### src/rtl/sfr_ta_ctrl_pkg.sv
// Shared SFR definitions: op bitmask layout, timed-access register address,
// unlock key bytes, FSM state encoding and default protected-op mask.
package sfr_ta_ctrl_pkg;

    localparam int SFR_OP_LEN = 8;

    // One-hot op bits produced by the SFR decoder
    localparam logic [SFR_OP_LEN-1:0] OP_ACC_WR         = 8'h01;
    localparam logic [SFR_OP_LEN-1:0] OP_B_WR           = 8'h02;
    localparam logic [SFR_OP_LEN-1:0] OP_DTMCON_WR_BYTE = 8'h04;
    localparam logic [SFR_OP_LEN-1:0] OP_PSW_WR         = 8'h08;
    localparam logic [SFR_OP_LEN-1:0] OP_SP_WR          = 8'h10;

    localparam logic [SFR_OP_LEN-1:0] DEF_PROT_MASK = OP_DTMCON_WR_BYTE;

    localparam logic [7:0] SFR_TA_ADDR = 8'hC7;
    localparam logic [7:0] TA_KEY_AA   = 8'hAA;
    localparam logic [7:0] TA_KEY_55   = 8'h55;

    typedef logic [1:0] ta_state_t;
    localparam ta_state_t ST_IDLE   = 2'd0;
    localparam ta_state_t ST_GOT_AA = 2'd1;
    localparam ta_state_t ST_OPEN   = 2'd2;

endpackage

### src/rtl/sfr_ta_timer.sv
// Loadable down-counter with zero flag; saturates at 0.
module sfr_ta_timer #(
    parameter int W = 2
) (
    input  logic         i_clk,
    input  logic         i_rst_n,
    input  logic         i_load,
    input  logic [W-1:0] i_load_val,
    input  logic         i_en,
    output logic         o_zero
);

    logic [W-1:0] cnt;

    // Load has priority over decrement; hold at zero once reached
    always_ff @(posedge i_clk or negedge i_rst_n) begin
        if (!i_rst_n) begin
            cnt <= '0;
        end else if (i_load) begin
            cnt <= i_load_val;
        end else if (i_en && (cnt != '0)) begin
            cnt <= cnt - 1'b1;
        end
    end

    assign o_zero = (cnt == '0);

endmodule

### src/rtl/sfr_ta_ctrl.sv
// Timed-access gate for protected SFR writes. A 0xAA then 0x55 write to the
// TA register opens a short window in which one protected op may pass.
// Optional macro SFR_TA_VIOLATION_EN builds the sticky o_violation flag.
//
//   state   | meaning
//   --------+--------------------------------------------------------
//   IDLE    | locked, protected ops masked
//   GOT_AA  | 0xAA seen, waiting up to AA_GAP cycles for 0x55
//   OPEN    | window open for WINDOW cycles or one protected op
module sfr_ta_ctrl
    import sfr_ta_ctrl_pkg::*;
#(
    parameter int                    WINDOW    = 4,
    parameter int                    AA_GAP    = 3,
    parameter logic [SFR_OP_LEN-1:0] PROT_MASK = DEF_PROT_MASK,
    parameter logic [7:0]            TA_ADDR   = SFR_TA_ADDR
) (
    input  logic                  i_clk,
    input  logic                  i_rst_n,
    input  logic                  i_wr,
    input  logic [7:0]            i_addr,
    input  logic [7:0]            i_byte,
    input  logic [SFR_OP_LEN-1:0] i_op,
    output logic [SFR_OP_LEN-1:0] o_op,
    output logic [7:0]            o_byte,
    output logic                  o_ta_open,
    output logic                  o_blocked,
    output logic                  o_violation
);

    localparam int GAP_W = (AA_GAP > 1) ? $clog2(AA_GAP) : 1;
    localparam int WIN_W = (WINDOW > 1) ? $clog2(WINDOW) : 1;

    ta_state_t state, state_nxt;
    logic      gap_load, gap_zero;
    logic      win_load, win_zero;
    logic      ta_wr, prot_hit, blocked_now, in_open;

    assign in_open     = (state == ST_OPEN);
    assign ta_wr       = i_wr && (i_addr == TA_ADDR);
    assign prot_hit    = i_wr && ((i_op & PROT_MASK) != '0);
    assign blocked_now = prot_hit && !in_open;

    // Unprotected bits pass straight through; protected bits only in OPEN
    always_comb begin
        o_op = '0;
        if (i_rst_n && i_wr) begin
            o_op = (i_op & ~PROT_MASK) | (in_open ? (i_op & PROT_MASK) : '0);
        end
    end

    assign o_byte    = i_byte;
    assign o_ta_open = in_open;

    // Next-state and timer load decisions
    always_comb begin
        state_nxt = state;
        gap_load  = 1'b0;
        win_load  = 1'b0;
        case (state)
            ST_IDLE: begin
                if (ta_wr && (i_byte == TA_KEY_AA)) begin
                    state_nxt = ST_GOT_AA;
                    gap_load  = 1'b1;
                end
            end
            ST_GOT_AA: begin
                if (ta_wr) begin
                    if (i_byte == TA_KEY_55) begin
                        state_nxt = ST_OPEN;
                        win_load  = 1'b1;
                    end else if (i_byte == TA_KEY_AA) begin
                        gap_load  = 1'b1;
                    end else begin
                        state_nxt = ST_IDLE;
                    end
                end else if (gap_zero) begin
                    state_nxt = ST_IDLE;
                end
            end
            ST_OPEN: begin
                // A protected op wins even on the last window cycle
                if (prot_hit) begin
                    state_nxt = ST_IDLE;
                end else if (ta_wr) begin
                    if (i_byte == TA_KEY_AA) begin
                        state_nxt = ST_GOT_AA;
                        gap_load  = 1'b1;
                    end else begin
                        state_nxt = ST_IDLE;
                    end
                end else if (win_zero) begin
                    state_nxt = ST_IDLE;
                end
            end
            default: state_nxt = ST_IDLE;
        endcase
    end

    // State register
    always_ff @(posedge i_clk or negedge i_rst_n) begin
        if (!i_rst_n) begin
            state <= ST_IDLE;
        end else begin
            state <= state_nxt;
        end
    end

    // One-cycle pulse for every masked protected op
    always_ff @(posedge i_clk or negedge i_rst_n) begin
        if (!i_rst_n) begin
            o_blocked <= 1'b0;
        end else begin
            o_blocked <= blocked_now;
        end
    end

    sfr_ta_timer #(.W(GAP_W)) u_gap_timer (
        .i_clk      (i_clk),
        .i_rst_n    (i_rst_n),
        .i_load     (gap_load),
        .i_load_val (GAP_W'(AA_GAP - 1)),
        .i_en       (state == ST_GOT_AA),
        .o_zero     (gap_zero)
    );

    sfr_ta_timer #(.W(WIN_W)) u_win_timer (
        .i_clk      (i_clk),
        .i_rst_n    (i_rst_n),
        .i_load     (win_load),
        .i_load_val (WIN_W'(WINDOW - 1)),
        .i_en       (in_open),
        .o_zero     (win_zero)
    );

`ifdef SFR_TA_VIOLATION_EN
    logic abort_now;
    assign abort_now = (state == ST_GOT_AA) && (state_nxt == ST_IDLE);

    // Sticky flag, cleared only by reset
    always_ff @(posedge i_clk or negedge i_rst_n) begin
        if (!i_rst_n) begin
            o_violation <= 1'b0;
        end else if (blocked_now || abort_now) begin
            o_violation <= 1'b1;
        end
    end
`else
    assign o_violation = 1'b0;
`endif

endmodule

### config.mk
export PLATFORM = sky130hd
export DESIGN_NAME = sfr_ta_ctrl
export DESIGN_NICKNAME = d
export VERILOG_FILES = /design/src/rtl/sfr_ta_ctrl_pkg.sv /design/src/rtl/sfr_ta_timer.sv /design/src/rtl/sfr_ta_ctrl.sv
export SDC_FILE = /design/constraint.sdc
export NUM_CORES = 1
export LEC_CHECK = 0
export ABC_CLOCK_PERIOD_IN_PS = 2800
export CAP_MARGIN = 30
export CORE_AREA = 2 2 42 48
export CTS_BUF_LIST = sky130_fd_sc_hd__clkbuf_8
export DETAILED_ROUTE_END_ITERATION = 16
export DIE_AREA = 0 0 44 50
export MAX_ROUTING_LAYER = met4
export PLACE_DENSITY = 0.81
export SLEW_MARGIN = 20
export SYNTH_ARGS = -nofsm -noshare
export SYNTH_HDL_FRONTEND = slang
export SYNTH_SLANG_ARGS = --single-unit
### constraint.sdc
create_clock -name i_clk -period 2.8 [get_ports i_clk]
set_input_delay 0.56 -clock i_clk [delete_from_list [all_inputs] [get_ports i_clk]]
set_output_delay 0.56 -clock i_clk [all_outputs]
set_load 0.01 [all_outputs]
==> impl_metrics.tcl, run 1 <==
set metrics [dict create \
    start_util_pct 32.70 \
    first_pass_iters 2 \
    multi_input_area_sq_um 286.5 \
    muxShareOfSynthArea_pct 3.556 \
    grt_pass1_wl_um 2359 \
    seq_area_frac_synth_pct 31.11 \
    crit_family "buffers and inverters" \
    numPortBuffers 44 \
    synth_area_per_cell_sq_um 9.384 \
    pre_cts_ws_ns 0.2193 \
    p_per_area_mw_per_mm2 319.8 \
    die_w_um 44 \
    crit_buf_inv 2 \
    seq_area_sq_um 175.2 \
    cts_tree "yes" \
    clockBufferDepth 2 \
    p_leak_nw 0.4373 \
    syn-instance-count 60 \
    ctsHtreeMaxLevel 1 \
    ios 46 \
    setup-violations-final 0 \
    placedCellCount 112 \
    layout-drive-gt1-share_pct 8.163 \
    synth_top_family_by_area "simple AND/OR/NAND/NOR gates" \
    finalClockSkew_ns 0.002696 \
    wl_per_cell_um 12.01 \
    grt_pass1_vias 550 \
    cpMostUsedCell "clkdlybuf4s50_1" \
    finalWorstSetupSlack_ns 0.2388 \
    syn_to_final_growth_pct 76.89 \
    mostFrequentLayoutCells "clkdlybuf4s50_1 (44), and3_1 (7), dfrtp_1 (7)" \
    synth_compound_area_share_pct 9.778 \
    ys_ff_latch 7 \
    final_common_cell "clkdlybuf4s50_1" \
    n_antenna_cell 0 \
    rsz0062_at_grt "false" \
    cts-resized-gates 0 \
    vias 556 \
    ir_worst_vdd_v 0.0003120 \
    finalHoldViolCount 0 \
    drv_cap 0 \
    detail-route-antenna-nets 0 \
    crit_fanout 12 \
    cts.hold.buffers_added 0 \
    fmax_mhz 390.4 \
    required_ns 2.24 \
    crit_type "in -> out" \
    synth_fa_ha_area_share_pct 4.444 \
    routed_wl_um 1393 \
    max-slew-margin-rel_pct 58.00 \
    fin_cells 116 \
    grtUsageMet1_pct 15.73 \
    nets 128 \
    antenna_found_initial 0 \
    root_buffer "clkbuf_8" \
    gp_congestion 0.7258 \
    busiest_layer "met2" \
    cts_setup_buffers 0 \
    end_kind "output port" \
    hold_class "reg -> reg" \
    min_period_over_period_pct 91.47 \
    clk_pin_slew_ns 0.04 \
    drt_iter0_drc 2 \
    final_core_utilization_pct 57.85 \
    ys_types 26 \
    fill_cells 136 \
    startpoint_type "input pin" \
    cts_sinks 7 \
    grt_usage_pct 14.50 \
    path_cells "clkdlybuf4s50_1 > and4_1 > clkdlybuf4s50_1" \
    coreArea_sq_mm 0.001722 \
    status "finished, final reports clean" \
    num_rows 16 \
    crit_path_max_incr_delay_ns 0.67 \
    syn_nets 89 \
    die_area_sq_mm 0.002200 \
    cp.arrival_ns 2.00 \
    slowest_stage "clkdlybuf4s50_1" \
    cts_buffers 3 \
    grt_max_degree 13 \
    die_h_um 50 \
    grtUsageMet3_pct 6.227 \
    synthSimpleGateAreaFrac_pct 29.33 \
    vias_per_cell 4.793 \
    grt_util_met2_pct 23.77 \
    drc_errors 0 \
    grt-ovfl-total 0 \
    worstSkewPairLatency_ns 0.22 \
    maxSlewViolCount 0 \
    netlist_area_sq_um 563.0 \
    fin_crit_ns 2.561 \
    worst_pin_slew_ns 0.6287 \
    synth-xor-area-share_pct 3.111 \
    tns_ns 0 \
    yosys_warnings 0 \
]
-- cells in the mapped netlist --
cell / n / area [sq um]
or4_4: 1 / 11.26
clkbuf_1: 1 / 3.750
nand3_1: 1 / 5.000
and4_1: 1 / 8.760
nor4bb_1: 4 / 40.04
buf_4: 9 / 67.56
nand4_1: 1 / 6.260
o221ai_2: 2 / 30.03
conb_1: 1 / 3.750
or3b_2: 1 / 8.760
nand2_1: 3 / 11.26
mux2i_1: 2 / 20.02
a21oi_1: 1 / 5.000
nor2_1: 2 / 7.510
dfrtp_1: 7 / 175.2
inv_1: 5 / 18.77
o21a_1: 1 / 7.510
nand2b_1: 1 / 6.260
o21ai_1: 1 / 5.000
o211ai_1: 1 / 7.510
xnor2_1: 2 / 17.52
nor3b_1: 1 / 7.510
and3_1: 7 / 43.79
ha_1: 2 / 25.02
nand4b_1: 1 / 8.760
buf_6: 1 / 11.26
-- power breakdown --
group / switching, mW / internal, mW
combinational: 0.0248 / 0.0559
sequential: 0.000464 / 0.103
clock: 0.0400 / 0.0944
total: 0.0653 / 0.253
-- worst register-to-register path, delay by kind of cell, from the launching register on --
family | cells | cell delay (ns)
DFF | 1 | 0.35
AOI/OAI and AO/OA | 1 | 0.08
xor gates and xnor gates | 1 | 0.19
buffers and inverters | 1 | 0.05
and+or+nand+nor | 1 | 0.53
adders and majority gates | 1 | 0.20
-- layer usage --
metal	share of wire, %	routed length, um	vias up
met5	0	0	-
met1	40	557	257
met4	0	0	0
li1	-	-	280
met3	7.8	109	0
met2	52	726	19
-- layout make-up --
type	instances	share of cell area (%)
clock inverters	1	0.3769
multi-input cells	37	28.77
flip-flops and latches	7	17.59
inverters	5	1.884
repair buffers	45	44.97
clock buffers	3	4.146
well taps	18	2.261
-- through the flow --
stage	instance area [sq um]	hold WS, ns	total power [mW]
global route	996.0	0.5116	0.3380
floorplan	563.0	0.2644	0.1309
global placement	950.9	0.4704	0.1843
CTS	996.0	0.4957	0.3230
finish	996.0	0.4883	0.3186
detailed placement	950.9	0.4872	0.1860
-- path summary, 6_finish.rpt --
kind / slack [ns] / start / to / depth (start not counted)
min reg2reg: 0.49 / u_gap_timer.cnt[1] / u_gap_timer.cnt[1] / 2
max reg2reg: 1.28 / u_win_timer.cnt[0] / u_win_timer.cnt[0] / 5
min in group asynchronous: 0.61 / i_rst_n / state[0] / 1
min: 0.49 / u_gap_timer.cnt[1] / u_gap_timer.cnt[1] / 2
max: 0.24 / i_rst_n / o_op[2] / 3
max in group asynchronous: 1.80 / i_rst_n / u_gap_timer.cnt[1] / 2
-- sequential cells by signal, indices dropped and copies added (netlist names) --
signal and count:
state 2, u_win_timer.cnt 2, u_gap_timer.cnt 2, o_blocked 1
-- logic make-up (layout without fill, tap and decap cells) --
family	after synthesis	in the layout
fa+ha+maj	2	2
xor+xnor	2	2
mux	2	2
other cells	1	1
buf+inv	16	54
compound gates	6	6
simple gates	24	24
flops	7	7
Power figures use the tool's default switching activity.
==> run 2: changes to the inputs <==
Settings changed: CORE_AREA 2 2 42 48 to 2 2 43 49, DIE_AREA 0 0 44 50 to 0 0 45 51, PLACE_DENSITY 0.81 to 0.82, SYNTH_HIERARCHICAL set to 1.
==> impl_metrics.tcl, run 2 <==
set metrics [dict create \
    nets 142 \
    grt_usage_pct 17.26 \
    drt_iter0_drc 5 \
    setup-violations-final 0 \
    ys.flop_type "dfrtp_1" \
    numPortBuffers 44 \
    hold-worst-slack_ns 0.6053 \
    min_path_cells 2 \
    cts_tree "yes" \
    synthTopCellsByCount "buf_4 (9), and3_1 (7), dfrtp_1 (7)" \
    fin_crit_ns 2.473 \
    root_buffer "clkbuf_8" \
    syn-instance-count 70 \
    first_pass_iters 2 \
    synth.area.top_cells "dfrtp_1 (27%), buf_4 (11%), and3_1 (6.8%), nor4bb_1 (6.2%), or4b_1 (6.2%)" \
    yosys.area.top_type "dfrtp_1" \
    finalHoldViolCount 0 \
    end_kind "output port" \
    required_ns 2.24 \
    hpwl_um 1419 \
    clk_pin_slew_ns 0.04 \
    cp.arrival_ns 1.91 \
    wl_met3_um 178 \
    p_per_area_mw_per_mm2 295.3 \
    async_flop_share_pct 100.0 \
    ys_types 26 \
    ys_ff_latch 7 \
    antenna_found_initial 0 \
    min_period_over_period_pct 88.31 \
    n_antenna_cell 0 \
    wl_met2_um 856 \
    fmax_mhz 404.4 \
    die_h_um 51 \
    seq_area_frac_synth_pct 27.29 \
    grt_pass1_wl_um 2884 \
    detail-route-antenna-nets 0 \
    crit_type "in -> out" \
    status "finished, final reports clean" \
    tns_ns 0 \
    worstSkewPairLatency_ns 0.22 \
    crit_fanout 11 \
    grt_max_degree 12 \
    ctsHtreeMaxLevel 1 \
    vias_per_cell 4.947 \
    cts_setup_buffers 0 \
    routed_wl_um 1647 \
    top_regs "state (2), u_gap_timer/cnt (2), u_win_timer/cnt (2)" \
    cts_buffers 3 \
    die_w_um 45 \
    yosysMostFrequentCell "buf_4" \
    final_common_cell "clkdlybuf4s50_1" \
    ios 46 \
    synth-edff-count 0 \
    synth_area_per_cell_sq_um 9.170 \
    finalClockSkew_ns 0.001687 \
    die_area_sq_mm 0.002295 \
    layout-drive-gt1-share_pct 8.036 \
    maxSlewViolCount 0 \
    grt_pass1_vias 648 \
    start_util_pct 34.29 \
    reg2reg_depth 5 \
    wl_per_cell_um 12.57 \
    highest_layer "met3" \
    startpoint_type "input pin" \
    p_leak_nw 0.4892 \
    drv_cap 0 \
    gp_congestion 0.6950 \
    synth_top_area_share_pct 27.29 \
    cts.hold.buffers_added 0 \
    clockBufferDepth 2 \
    drt-met1-wl_um 612 \
    yosys_warnings 6 \
    ir_worst_vdd_v 0.0001358 \
    hold_class "reg -> reg" \
    mostFrequentLayoutCells "clkdlybuf4s50_1 (44), and3_1 (7), dfrtp_1 (7)" \
    coreArea_sq_mm 0.001872 \
    vias 648 \
    drc_errors 0 \
    num_rows 17 \
    grt-ovfl-total 0 \
    cts-resized-gates 0 \
    rsz0062_at_grt "false" \
    cts_sinks 7 \
    netlist_area_sq_um 641.9 \
    syn_to_final_growth_pct 70.95 \
]
[run 2: cell types whose count changed in the layout (fill, tap and decap cells not counted), sizes merged, moves of 2 or more]
cell	previous run	this run
conb	1	5
o211ai	1	3
xnor2	2	0
nor2b	0	3
nand2	3	5
or2b	0	3
o221ai	2	0
or4b	0	4
o311ai	0	2
[run 2: per-stage QoR]
step                      cells  power (mW)  cell area (sq um)  setup slack (ns)  util [%]
after global routing        131      0.3400               1097            0.2393     58.62
after floorplan              73      0.1329              653.1             1.115         -
after CTS                   131      0.3287               1097            0.3193     58.62
after global placement      127      0.1876               1052            0.3389     56.22
final                       131      0.3241               1097            0.3274     58.62
after detailed placement    127      0.1898               1052            0.3111     56.22
[run 2: logic make-up (layout without fill, tap and decap cells)]
logic type / count (synthesis) / count (layout) / synth area share [%]
compound gates: 6 / 6 / 8.577
fa+ha+maj: 2 / 2 / 3.898
buf+inv: 15 / 54 / 14.23
flops: 7 / 7 / 27.29
mux: 2 / 2 / 3.119
other cells: 2 / 5 / 1.170
simple gates: 36 / 36 / 41.72
[run 2: per-layer routing]
metal / global-route usage [%] / up-vias
met2: 30.00 / 30
met1: 18.04 / 290
met3: 6.360 / 0
li1: - / 328
met4: 4.412 / 0
met5: - / -
[run 2: final cells by class]
| cell class | instances | area, sq um |
|---|---|---|
| clock inverters | 1 | 3.754 |
| clock buffers | 3 | 41.29 |
| repair buffers | 45 | 447.9 |
| inverters | 5 | 18.77 |
| well taps | 19 | 23.77 |
| flip-flops and latches | 7 | 175.2 |
| multi-input cells | 51 | 386.6 |
| fillers | 174 | 774.5 |
[run 2: power breakdown]
| group | total (mW) | switching [mW] | leakage [nW] | internal, mW |
|---|---|---|---|---|
| Sequential | 0.103 | 0.000527 | 0.0914 | 0.103 |
| Combinational | 0.0843 | 0.0272 | 0.371 | 0.0571 |
| Clock | 0.136 | 0.0418 | 0.0269 | 0.0946 |
| Total | 0.324 | 0.0695 | 0.489 | 0.255 |
[run 2: final timing paths]
check,startpoint,end,slack [ns]
max,i_wr,o_op[2],0.33
min,u_win_timer/cnt[0],u_win_timer/cnt[0],0.61
max reg2reg,state[1],u_gap_timer/cnt[1],1.33
min reg2reg,u_win_timer/cnt[0],u_win_timer/cnt[0],0.61
max in group asynchronous,i_rst_n,state[1],1.89
min in group asynchronous,i_rst_n,u_win_timer/cnt[1],0.79
[run 2: worst max-delay path: stages]
cell,delay [ns]
clkdlybuf4s50_1,0.61
and4_1,0.21
clkdlybuf4s50_1,0.53
